### src/rtl/tub_scan_pwm_pkg.sv
// tub_scan_pwm_pkg: shared widths, blank pattern and digit-select helper for the tube scanner
package tub_scan_pwm_pkg;
  localparam int SEG_W = 8;
  localparam logic [SEG_W-1:0] SEG_BLANK = 8'h00;
  localparam int PWM_W = 4;
  // digit 0 is leftmost, so it maps to the most significant select bit
  function automatic logic [31:0] onehot_msb(input int idx, input int n);
    return 32'd1 << (n - 1 - idx);
  endfunction
endpackage

### src/rtl/tub_scan_pwm_if.sv
// tub_scan_pwm_if: display register inputs and tube pin outputs of the scanner
interface tub_scan_pwm_if import tub_scan_pwm_pkg::*; #(parameter int NUM_DIGITS = 8);
  logic                        scan_en;
  logic [SEG_W*NUM_DIGITS-1:0] digit_data;
  logic [NUM_DIGITS-1:0]       digit_en;
  logic [PWM_W-1:0]            brightness;
  logic [NUM_DIGITS-1:0]       tub_sel;
  logic [SEG_W-1:0]            tub_left;
  logic [SEG_W-1:0]            tub_right;
  logic                        scan_tick;
  modport master(output scan_en, digit_data, digit_en, brightness,
                 input tub_sel, tub_left, tub_right, scan_tick);
  modport slave(input scan_en, digit_data, digit_en, brightness,
                output tub_sel, tub_left, tub_right, scan_tick);
endinterface

### src/rtl/tub_scan_pwm_prescaler.sv
// tub_prescaler: enabled modulo-DIV counter with terminal-count pulse
module tub_prescaler #(
  parameter int DIV = 2,
  localparam int CW = $clog2(DIV)
) (
  input  logic          clk,
  input  logic          rst_n,
  input  logic          en,
  output logic [CW-1:0] count,
  output logic          tc
);
  assign tc = en && (count == CW'(DIV - 1));
  always_ff @(posedge clk or negedge rst_n)
    if (!rst_n) count <= '0;
    else if (en) count <= tc ? '0 : count + 1'b1;
endmodule

### src/rtl/tub_scan_pwm.sv
// tub_scan_pwm: multiplexed 7-segment scanner with slot blanking, digit enables and PWM dimming
module tub_scan_pwm import tub_scan_pwm_pkg::*; #(
  parameter int NUM_DIGITS      = 8,
  parameter int DIGITS_PER_BANK = 4,
  parameter int SCAN_DIV        = 100000,
  parameter int BLANK_CYCLES    = 1000
) (
  input  logic          clk,
  input  logic          rst_n,
  tub_scan_pwm_if.slave bus
);
  localparam int IW = NUM_DIGITS > 1 ? $clog2(NUM_DIGITS) : 1;
  localparam int CW = $clog2(SCAN_DIV);
  logic [CW-1:0]    div_cnt;
  logic             wrap;
  logic [IW-1:0]    idx;
  logic [PWM_W-1:0] pwm_cnt, snap_bri, cur_bri;
  logic [SEG_W-1:0] snap_pat, cur_pat;
  logic             snap_en, cur_en, slot_start, lit_win, lit, show, left_bank;
  tub_prescaler #(.DIV(SCAN_DIV)) u_div (
    .clk  (clk),
    .rst_n(rst_n),
    .en   (bus.scan_en),
    .count(div_cnt),
    .tc   (wrap)
  );
  generate
    if (BLANK_CYCLES == 0) begin : g_noblank
      assign lit_win = 1'b1;
    end else begin : g_blank
      assign lit_win = div_cnt >= CW'(BLANK_CYCLES);
    end
  endgenerate
  // on the slot's first cycle the snapshot is being loaded, so use the live inputs
  always_comb begin
    slot_start = div_cnt == '0;
    cur_pat    = slot_start ? bus.digit_data[SEG_W*int'(idx) +: SEG_W] : snap_pat;
    cur_en     = slot_start ? bus.digit_en[idx] : snap_en;
    cur_bri    = slot_start ? bus.brightness : snap_bri;
    lit        = {1'b0, pwm_cnt} < ({1'b0, cur_bri} + 5'd1);
    show       = bus.scan_en && lit_win && lit && cur_en;
    left_bank  = int'(idx) < DIGITS_PER_BANK;
  end
  always_ff @(posedge clk or negedge rst_n)
    if (!rst_n) begin
      idx           <= '0;
      pwm_cnt       <= '0;
      snap_pat      <= SEG_BLANK;
      snap_en       <= 1'b0;
      snap_bri      <= '0;
      bus.tub_sel   <= '0;
      bus.tub_left  <= SEG_BLANK;
      bus.tub_right <= SEG_BLANK;
      bus.scan_tick <= 1'b0;
    end else begin
      if (wrap) idx <= (int'(idx) == NUM_DIGITS - 1) ? '0 : idx + 1'b1;
      if (bus.scan_en) pwm_cnt <= pwm_cnt + 1'b1;
      if (bus.scan_en && slot_start) begin
        snap_pat <= cur_pat;
        snap_en  <= cur_en;
        snap_bri <= cur_bri;
      end
      bus.tub_sel   <= show ? NUM_DIGITS'(onehot_msb(int'(idx), NUM_DIGITS)) : '0;
      bus.tub_left  <= (show && left_bank) ? cur_pat : SEG_BLANK;
      bus.tub_right <= (show && !left_bank) ? cur_pat : SEG_BLANK;
      bus.scan_tick <= bus.scan_en && slot_start;
    end
endmodule
### src/flat_wrapper.sv
// flat-port wrapper written by rule: the top's interface ports become plain ports
module tub_scan_pwm_flat import tub_scan_pwm_pkg::*;
#(
  parameter int NUM_DIGITS      = 8,
  parameter int DIGITS_PER_BANK = 4,
  parameter int SCAN_DIV        = 100000,
  parameter int BLANK_CYCLES    = 1000
)
  (clk, rst_n, bus_scan_en, bus_digit_data, bus_digit_en, bus_brightness, bus_tub_sel, bus_tub_left, bus_tub_right, bus_scan_tick);
  tub_scan_pwm_if #(.NUM_DIGITS(NUM_DIGITS)) bus_i ();
  input  logic clk;
  input  logic rst_n;
  input wire logic [$bits(bus_i.scan_en)-1:0] bus_scan_en;
  input wire logic [$bits(bus_i.digit_data)-1:0] bus_digit_data;
  input wire logic [$bits(bus_i.digit_en)-1:0] bus_digit_en;
  input wire logic [$bits(bus_i.brightness)-1:0] bus_brightness;
  output wire logic [$bits(bus_i.tub_sel)-1:0] bus_tub_sel;
  output wire logic [$bits(bus_i.tub_left)-1:0] bus_tub_left;
  output wire logic [$bits(bus_i.tub_right)-1:0] bus_tub_right;
  output wire logic [$bits(bus_i.scan_tick)-1:0] bus_scan_tick;
  assign bus_i.scan_en = bus_scan_en;
  assign bus_i.digit_data = bus_digit_data;
  assign bus_i.digit_en = bus_digit_en;
  assign bus_i.brightness = bus_brightness;
  assign bus_tub_sel = bus_i.tub_sel;
  assign bus_tub_left = bus_i.tub_left;
  assign bus_tub_right = bus_i.tub_right;
  assign bus_scan_tick = bus_i.scan_tick;
  tub_scan_pwm #(.NUM_DIGITS(NUM_DIGITS), .DIGITS_PER_BANK(DIGITS_PER_BANK), .SCAN_DIV(SCAN_DIV), .BLANK_CYCLES(BLANK_CYCLES)) u_core (.clk(clk), .rst_n(rst_n), .bus(bus_i));
endmodule
### config.mk
export PLATFORM = sky130hd
export DESIGN_NAME = tub_scan_pwm_flat
export DESIGN_NICKNAME = d
export VERILOG_FILES = /design/src/rtl/tub_scan_pwm_pkg.sv /design/src/rtl/tub_scan_pwm_if.sv /design/src/rtl/tub_scan_pwm_prescaler.sv /design/src/rtl/tub_scan_pwm.sv /design/src/flat_wrapper.sv
export SDC_FILE = /design/constraint.sdc
export NUM_CORES = 1
export LEC_CHECK = 0
export CAP_MARGIN = 20
export CORE_ASPECT_RATIO = 1.5
export CORE_MARGIN = 8
export CORE_UTILIZATION = 50
export CTS_CLUSTER_SIZE = 40
export DETAILED_ROUTE_END_ITERATION = 7
export GPL_ROUTABILITY_DRIVEN = 0
export PLACE_DENSITY = 0.85
export SETUP_SLACK_MARGIN = 0.3
export SLEW_MARGIN = 20
export SYNTH_ARGS = -nofsm -noshare
export SYNTH_HDL_FRONTEND = slang
export SYNTH_SLANG_ARGS = --single-unit
### constraint.sdc
create_clock -name clk -period 5.1 [get_ports clk]
set_input_delay 1.53 -clock clk [delete_from_list [all_inputs] [get_ports clk]]
set_output_delay 1.53 -clock clk [all_outputs]
set_load 0.03 [all_outputs]
==> metrics.cfg <==
[clocking]
ctsHoldBuffers=0
root_buffer=clkbuf_8
clk_pin_slew_worst_paths_ns=0.07
cts.path.max_buffers=2
clk_latency_ns=0.34
ctsResizeCount=0
cts_tree=done
cts.sinks=62
numCtsBuffers=9
htree_levels=3
post_cts_buffers=0

[pwr]
totalPowerFinal_w=0.00168
p_leak_nw=1.97
ir_drop_mv=0.196
p_per_area_nw_per_um2=362

[synth]
synth_xor_area_share_pct=5.23
synth_edf_count=0
yosys.area_share.simple_pct=19.2
ys_top_cells_by_area=dfrtp_1, mux4_2, ha_1
synth_top_cell_by_area=dfrtp_1
synth_top_family_by_area=simple AND/OR/NAND/NOR gates
synth-compound-area-share_pct=5.38
synth_cell_type_count=43
ys_seq_area_share_pct=46.3
synthArstFlopShare_pct=100
ys.flop_type=dfrtp_1
synth_cells=292
synth_top_area_share_pct=46.3
syn_area_per_cell_sq_um=11.5
ys_top_cells_by_count=dfrtp_1, nand2_1, nor3_1
synth_mux_area_share_pct=16.1
synthesis.nets=384
synth_area_sq_um=3350
yosysMostFrequentCell=dfrtp_1
ys.warnings.count=0
ys_ff_latch=62
yosys.area_share.adder_pct=4.85

[routing]
wl_microns=8780
detail_route.wl_per_cell_microns=18.4
vias_per_cell=5.72
vias=2734
ant_nets=0
post-route-drc-count=0
firstDrtPassIters=6
drt_iter0_markers=195

[run]
cap_violations=0

[timing]
tightest_slew_ns=0.710
totalNegativeSetupSlack_ns=0
setup_viol=0
rsz0062_at_grt=no
slew_headroom_pct=52.7
fin_crit_ns=3.85
fin_crit_sh_pct=75.6
clock.fmax_ghz=0.260
drv_slew=0
skew_ns=0.00718
whs_ns=0.504
hold_violations=0

[place]
place_area_sq_um=4430
dp.final_hpwl_microns=6750
io_buffers=103

[run_status]
status=completed

[die]
num_io_pins=104
die_x_microns=82.8
die_area_sq_um=9630
start_util_pct=51.7
die_h_microns=116
core_sq_um=6490
rows=36

[critical_path]
required_ns=5.29
criticalPathCategory=primary input to flip-flop
cp_cell_sequence=clkdlybuf4s50_1, mux2_2, ha_1, xor2_1, ha_1, o211ai_1, o31a_1, a22oi_4, nor4b_1
start_kind=primary input
crit_buf_inv=1
critPathMaxFanout=24
cp_top_family=compound AO/OA/AOI/OAI gates
worst_setup_path_end_kind=flip-flop
cpMostUsedCell=ha_1
critPathMaxStageDelay_ns=0.49
worstPathArrival_ns=4.04
slowest_stage=a22oi_4

[layout]
fillerInstances=476
design_area_sq_um=4650
syn_to_final_growth_pct=38.8
drive_above_1_share_pct=12.4
num_antenna_cells=0
fin_nets=489

[grt]
grt_pass1_wl_microns=14600
grt_overflow=0
grt_max_degree=33
antenna_found_initial=0
grt_pass1_vias=2983
gr-usage-all-layers_pct=18.8

[min_path]
hold_path.class=flip-flop to flip-flop

==> layout by cell type, fill, tap and decap left out, types with 2 or more instances in the layout <==
master           count
clkdlybuf4s50_1    102
dfrtp_1             62
nand2_1             35
nor3_1              24
nand3_1             18
mux4_2              18
ha_1                13
nor2_1              11
xnor2_1             11
mux2i_1             10
o21ai_1             10
clkbuf_8            10
xor2_1               9
o21ai_0              9
inv_1                5
nand4_1              5
buf_4                4
or3_1                3
mux2_2               3
and3_1               3
nor4b_1              3
and4_1               3
inv_2                2
nand4b_1             2
o21a_1               2
nor3b_1              2
bufinv_16            2
clkinv_2             2
clkinvlp_4           2
==> where the power goes <==
part	leakage, nW	internal [W]	switching (W)
clock	0.108	0.000286	0.000189
combinational	1.04	0.000237	0.000296
sequential	0.818	0.000577	0.0000999
==> state kept, by name, indices dropped and copies added, names as in the netlist, 3 cells and up <==
name                  cells
u_core.bus.tub_left       8
u_core.snap_bri           4
u_core.idx                3
u_core.bus.tub_sel        8
u_core.pwm_cnt            4
u_core.snap_pat           8
u_core.u_div.count       17
u_core.bus.tub_right      8
==> metal layers <==
metal  share of wire [%]  GRT usage (%)  routed length (microns)  up-vias
li1                    -              -                        -     1277
met1                  37           19.4                     3280     1349
met4                 3.1           10.2                      270        0
met5                   0              0                        0        -
met3                 5.0           4.26                      442       22
met2                  54           34.5                     4780       86
==> kinds of logic after synthesis <==
| group | count (synthesis) |
|---|---|
| muxes | 31 |
| adders and majority gates | 13 |
| AOI/OAI and AO/OA | 28 |
| xor gates and xnor gates | 20 |
| buffers and inverters | 20 |
| DFF | 62 |
| and+or+nand+nor | 118 |
==> worst register-to-register path, stage by stage, from the launching register on <==
cell	delay, ns
dfrtp_1	0.43
or3_1	0.46
nand2b_1	0.25
nand4b_1	0.38
mux2_2	0.37
ha_1	0.24
xor2_1	0.18
ha_1	0.33
o211ai_1	0.09
o31a_1	0.28
a22oi_4	0.49
nor4b_1	0.14
==> per-stage QoR <==
step / setup slack [ns] / std cells / util (%)
6_report: 1.25 / 478 / 71.7
5_1_grt: 1.12 / 478 / 71.7
4_1_cts: 1.26 / 478 / 71.7
3_5_place_dp: 0.900 / 462 / 68.3
3_3_place_gp: 1.01 / 462 / 68.3
2_1_floorplan: 1.75 / 292 / -
==> final timing paths <==
path,cells after the start,slack [ns],to,startpoint
max,9,1.25,u_core.bus.tub_sel[7]$_DFF_PN0_,bus_brightness[0]
min,2,0.50,u_core.snap_pat[5]$_DFFE_PN0P_,u_core.snap_pat[5]$_DFFE_PN0P_
max reg2reg,11,1.31,u_core.bus.tub_sel[7]$_DFF_PN0_,u_core.u_div.count[10]$_DFFE_PN0P_
min reg2reg,2,0.50,u_core.snap_pat[5]$_DFFE_PN0P_,u_core.snap_pat[5]$_DFFE_PN0P_
max in group asynchronous,2,3.01,u_core.snap_pat[1]$_DFFE_PN0P_,rst_n
min in group asynchronous,1,1.22,u_core.bus.tub_left[6]$_DFF_PN0_,rst_n
==> area by class of cell <==
cell class                 instances  area, sq um  area share, %
inverter                           7         26.3          0.565
timing repair buffer             107         1060           22.7
clock inverter                     6         85.1           1.83
tap                               76         95.1           2.04
sequential                        62         1550           33.4
multi-input combinational        210         1700           36.5
clock buffer                      10          138           2.96
(Power assumes the default switching activity.)
